## src/rtl/parity_frame_receiver.sv

```systemverilog
// parity_frame_receiver
//   Assembles a strobed serial stream (start 0, DATA_W data bits LSB first,
//   parity bit, stop 1) into a parallel word. It checks parity against the
//   configured even/odd scheme, flags bad stop bits, and keeps a saturating
//   count of bad frames.
//
// Ports
//   clk          rising-edge clock
//   rst_n        asynchronous active-low reset
//   bit_valid    sample strobe; bit_in is consumed only when high
//   bit_in       serial line, idles high
//   err_clr      synchronous clear of err_count (wins over an increment)
//   data_out     last correctly framed word
//   data_valid   one-cycle pulse, new word on data_out
//   parity_error one-cycle pulse with data_valid on parity mismatch
//   frame_error  one-cycle pulse when the stop bit sampled 0
//   busy         FSM not idle (combinational)
//   err_count    saturating count of frames with parity or framing error
module parity_frame_receiver #(
  parameter int DATA_W     = 8,
  parameter bit ODD_PARITY = 1'b0
) (
  input  logic              clk,
  input  logic              rst_n,
  input  logic              bit_valid,
  input  logic              bit_in,
  input  logic              err_clr,
  output logic [DATA_W-1:0] data_out,
  output logic              data_valid,
  output logic              parity_error,
  output logic              frame_error,
  output logic              busy,
  output logic [7:0]        err_count
);

  localparam int CW = (DATA_W > 1) ? $clog2(DATA_W) : 1;

  typedef enum logic [1:0] {IDLE, DATA, PARITY, STOP} state_e;

  state_e            state_q;
  logic [CW-1:0]     cnt_q;
  logic [DATA_W-1:0] shift_q;
  logic              acc_q;
  logic              par_q;
  logic [DATA_W-1:0] data_out_q;
  logic              data_valid_q, parity_error_q, frame_error_q;
  logic [7:0]        err_count_q, err_count_d;
  logic              mismatch;
  logic              err_inc;

  assign mismatch = acc_q ^ par_q ^ ODD_PARITY;
  // A bad stop bit counts once and masks any parity mismatch.
  assign err_inc  = bit_valid && (state_q == STOP) && (!bit_in || mismatch);

  always_comb begin
    err_count_d = err_count_q;
    if (err_clr)
      err_count_d = 8'd0;
    else if (err_inc && err_count_q != 8'hFF)
      err_count_d = err_count_q + 8'd1;
  end

  always_ff @(posedge clk or negedge rst_n) begin
    if (!rst_n) begin
      state_q        <= IDLE;
      cnt_q          <= '0;
      shift_q        <= '0;
      acc_q          <= 1'b0;
      par_q          <= 1'b0;
      data_out_q     <= '0;
      data_valid_q   <= 1'b0;
      parity_error_q <= 1'b0;
      frame_error_q  <= 1'b0;
      err_count_q    <= 8'd0;
    end else begin
      // Pulses last exactly one cycle, independent of the strobe.
      data_valid_q   <= 1'b0;
      parity_error_q <= 1'b0;
      frame_error_q  <= 1'b0;
      err_count_q    <= err_count_d;
      if (bit_valid) begin
        case (state_q)
          IDLE: begin
            if (!bit_in) begin
              state_q <= DATA;
              cnt_q   <= '0;
              acc_q   <= 1'b0;
            end
          end
          DATA: begin
            shift_q[cnt_q] <= bit_in;
            acc_q          <= acc_q ^ bit_in;
            cnt_q          <= cnt_q + 1'b1;
            if (cnt_q == CW'(DATA_W - 1)) state_q <= PARITY;
          end
          PARITY: begin
            par_q   <= bit_in;
            state_q <= STOP;
          end
          STOP: begin
            // A 0 stop bit is not a start bit; always return to IDLE.
            if (bit_in) begin
              data_out_q     <= shift_q;
              data_valid_q   <= 1'b1;
              parity_error_q <= mismatch;
            end else begin
              frame_error_q  <= 1'b1;
            end
            state_q <= IDLE;
          end
          default: state_q <= IDLE;
        endcase
      end
    end
  end

  assign data_out     = data_out_q;
  assign data_valid   = data_valid_q;
  assign parity_error = parity_error_q;
  assign frame_error  = frame_error_q;
  assign err_count    = err_count_q;
  assign busy         = (state_q != IDLE);

endmodule

```

## config.mk

```make
export PLATFORM = sky130hd
export DESIGN_NAME = parity_frame_receiver
export DESIGN_NICKNAME = d
export VERILOG_FILES = /design/src/rtl/parity_frame_receiver.sv
export SDC_FILE = /design/constraint.sdc
export NUM_CORES = 1
export LEC_CHECK = 0
export ABC_AREA = 1
export CAP_MARGIN = 20
export CELL_PAD_IN_SITES_DETAIL_PLACEMENT = 2
export CELL_PAD_IN_SITES_GLOBAL_PLACEMENT = 2
export CORE_AREA = 5 5 92 94
export DETAILED_ROUTE_END_ITERATION = 8
export DIE_AREA = 0 0 97 99
export GPL_TIMING_DRIVEN = 0
export PLACE_DENSITY_LB_ADDON = 0.1
export SETUP_SLACK_MARGIN = 0.1
export SYNTH_ARGS = -nofsm -noshare
export SYNTH_HDL_FRONTEND = slang
export SYNTH_SLANG_ARGS = --single-unit
```

## constraint.sdc

```tcl
create_clock -name clk -period 2.1 [get_ports clk]
set_input_delay 0.42 -clock clk [delete_from_list [all_inputs] [get_ports clk]]
set_output_delay 0.42 -clock clk [all_outputs]
set_load 0.01 [all_outputs]
```

==> metrics.md <==
| Metric | Value |
|---|---|
| Worst path cell trace | `clkdlybuf4s50_1` |
| Critical Path AT | `1350 ps` |
| Setup repair bufs after CTS | `0` |
| Avg WL per Cell | `13.5 um` |
| DIE AREA | `0.00960 mm^2` |
| Min-delay worst type | `input port to async pin` |
| DRT iter0 DRCs | `25` |
| Worst skew pair latency | `290 ps` |
| Largest area contributor in the netlist | `dfrtp_1` |
| FMAX | `565 MHz` |
| DRC violations left | `0` |
| Layout net count | `242` |
| Reg area | `851 um^2` |
| Setup slack after layout | `329 ps` |
| Max VDD drop | `0.000372 V` |
| Routability Congestion | `0.710` |
| Crit end category | `output pin` |
| Period utilization | `84.3%` |
| Max-cap viol count | `0` |
| Worst-case reg-to-reg path depth | `6` |
| Largest net degree at the start of global routing | `35` |
| Placed wire-length estimate | `3290 um` |
| CP required | `1680 ps` |
| Area delta synth->final | `29.9%` |
| Post-Route WL | `4500 um` |
| FF-to-FF setup slack | `610 ps` |
| Relative slew margins | `46.4%` |
| Instance count on the critical path | `1` |
| First-pass GRT wire length | `7670 um` |
| Post-DR vias/cell | `4.22` |
| Crit Path Max Fanout | `6` |
| Most frequent cell after synthesis | `nand2_1` |
| Starting Density | `22.3%` |
| Clock-pin transition on the worst setup and hold timing paths | `80 ps` |
| Final Hold Viols | `0` |
| Worst R2R End | `shift_q[0]$_DFFE_PN0P_` |
| Prevailing post-synth register cell | `dfrtp_1` |
| Rows | `32` |
| Worst Max-Slew Pin Slew | `804 ps` |
| Initial antenna violation count | `0` |
| Post-synth EDFFs | `0` |
| Power per cell area | `1140 mW/mm^2` |
| Chip width | `97 um` |
| Crit path time final | `1770 ps` |
| Layout fillers | `877` |
| Async set-reset flop share out of synthesis | `100%` |
| Synthesized instance count | `199` |
| Non-filler cells in the finished layout | `333` |
| Worst r2r src | `state_q[1]$_DFFE_PN0P_` |
| Bufs and invs on worst path | `1` |
| Share of layout cells above drive strength 1 | `11.7%` |
| TritonCTS clock tree | `built` |
| RSZ-0062 raised after global routing | `false` |
| Worst setup endpoint | `err_count[2]` |
| Core area | `0.00757 mm^2` |
| DRT antenna net count | `0` |
| Leading post-synthesis cells by cell area | `dfrtp_1, nand2_1, ha_1` |
| H-tree depth | `2` |
| WHS | `215 ps` |
| Chip height | `99 um` |
| Top Family by Delay on Critical Path | `buffers and inverters` |
| Crit path from | `err_count[2]$_DFFE_PN0P_` |
| Pre-CTS setup slack | `240 ps` |
| Slew Limit Fails | `0` |
| # IOs | `25` |
| Worst path slowest cell | `clkdlybuf4s50_1` |
| CP Class | `flip-flop to output pin` |
| Post-synth cell types | `21` |
| Slowest stage delay, CP | `590 ps` |
| Drt first pass iters | `4` |
| Syn_area_per_cell | `8.46 um^2` |
| Diodes inserted | `0` |
| Top cells by count, synth | `nand2_1, dfrtp_1, inv_1, nor2_1, nand3_1` |
| Post-Synthesis Cell Area | `0.00168 mm^2` |
| Gr usage total | `10.0%` |
| Leak Pwr | `1.03 nW` |
| Share of the synthesized area in the top cell type | `50.5%` |
| Endpoints failing setup | `0` |
| Num CTS Buffers | `5` |
| Post-Place Cells | `325` |
| Crit start category | `flip-flop` |
| Worst Skew | `11.0 ps` |
| Port Buf Inserts | `24` |
| Setup TNS | `0 ps` |
| Area of the multi-input gates | `741 um^2` |
| TritonCTS Sinks | `34` |
| Syn_nets | `211` |
| Grt total ovfl | `0` |
| Register area share after synthesis | `50.5%` |
| CTS root buffer | `clkbuf_8` |
| Number of warnings issued by yosys | `0` |
| CTS Buffer Depth | `2` |
| Status | `finished, final reports clean` |
| Number of global-route vias before repair | `1563` |
| Via count | `1404` |
| Seq cells post-synth | `34` |
[repair_timing]
| item | 4_1_cts | 5_1_grt |
|---|---|---|
| hold buffers | 0 | 0 |
| setup endpoints to repair | 1 | 0 |
| gates resized for setup | 1 | 0 |
[power breakdown]
part	internal (mW)	switching (mW)	leakage, nW	total, mW
registers	0.848	0.135	0.450	0.982
clock network	0.507	0.254	0.0714	0.761
logic	0.318	0.444	0.512	0.762
[kinds of logic (layout without fill, tap and decap cells)]
group,count (synthesis),after routing,synth area share [%]
AOI/OAI and AO/OA,32,32,10.8
and+or+nand+nor,103,103,28.0
adders and majority gates,7,7,5.20
DFF,34,34,50.5
buffers and inverters,23,55,5.50
[per-stage QoR]
step	utilization, %	area [um^2]	power [mW]
after floorplan	-	1680	1.44
after global placement	27.1	2050	1.77
after detailed placement	27.1	2050	1.79
after CTS	28.9	2190	2.56
after global routing	28.9	2190	2.71
final	28.9	2190	2.51
[worst min path at each step]
stage / slack, ps / from / to / depth (start not counted)
2_1_floorplan: 120 / rst_n / acc_q$_DFFE_PN0P_ / 0
3_3_place_gp: 450 / data_out[0]$_DFFE_PN0P_ / data_out[0]$_DFFE_PN0P_ / 2
3_5_place_dp: 460 / data_out[2]$_DFFE_PN0P_ / data_out[2]$_DFFE_PN0P_ / 2
4_1_cts: 240 / rst_n / err_count[7]$_DFFE_PN0P_ / 1
5_1_grt: 280 / rst_n / err_count[4]$_DFFE_PN0P_ / 1
6_report: 210 / rst_n / err_count[4]$_DFFE_PN0P_ / 1
[sequential cells by signal, summed over array words and instances (netlist names)]
| signal | flops |
|---|---|
| cnt_q | 3 |
| data_valid | 1 |
| frame_error | 1 |
| data_out | 8 |
| shift_q | 8 |
| state_q | 2 |
| parity_error | 1 |
| err_count | 8 |
| par_q | 1 |
| acc_q | 1 |
[worst reg2reg max path, stage by stage (launching register included)]
cell and delay [ps]:
dfrtp_1 400, inv_1 100, ha_1 310, nand2_2 140, nor2_4 220, a21oi_1 100, a31oi_1 140
[layout by cell type (no fill, tap or decap)]
cell             instances
clkdlybuf4s50_1         22
dlygate4sd2_1            1
clkinv_2                 1
a21oi_1                 12
nand2_2                  5
nor2_1                  17
ha_1                     7
nand2_4                  1
nor2_4                   3
o21bai_1                 1
nand2_1                 56
buf_2                    3
nor2_2                   2
nand4_1                  1
nand3_1                 16
inv_4                    1
bufinv_16                2
inv_1                   19
a31oi_1                  9
a21oi_2                  2
dfrtp_1                 34
o21ai_0                  8
nand3_4                  1
nor3_1                   1
clkbuf_8                 6
[layout make-up]
type,instances,share of cell area (%)
plain buffers,2,0.457
clock buffers,6,3.77
clock inverters,2,2.74
inverters,21,3.77
multi-input cells,142,33.8
flip-flops and latches,34,38.9
well taps,102,5.83
repair buffers,24,10.7
[layer usage]
metal / part of all wire, % / GRT usage (%)
met5: 0 / 0
met4: 0.71 / 2.92
met3: 3.5 / 3.26
met2: 46 / 16.1
met1: 49 / 12.8
(Power assumes the default switching activity.)
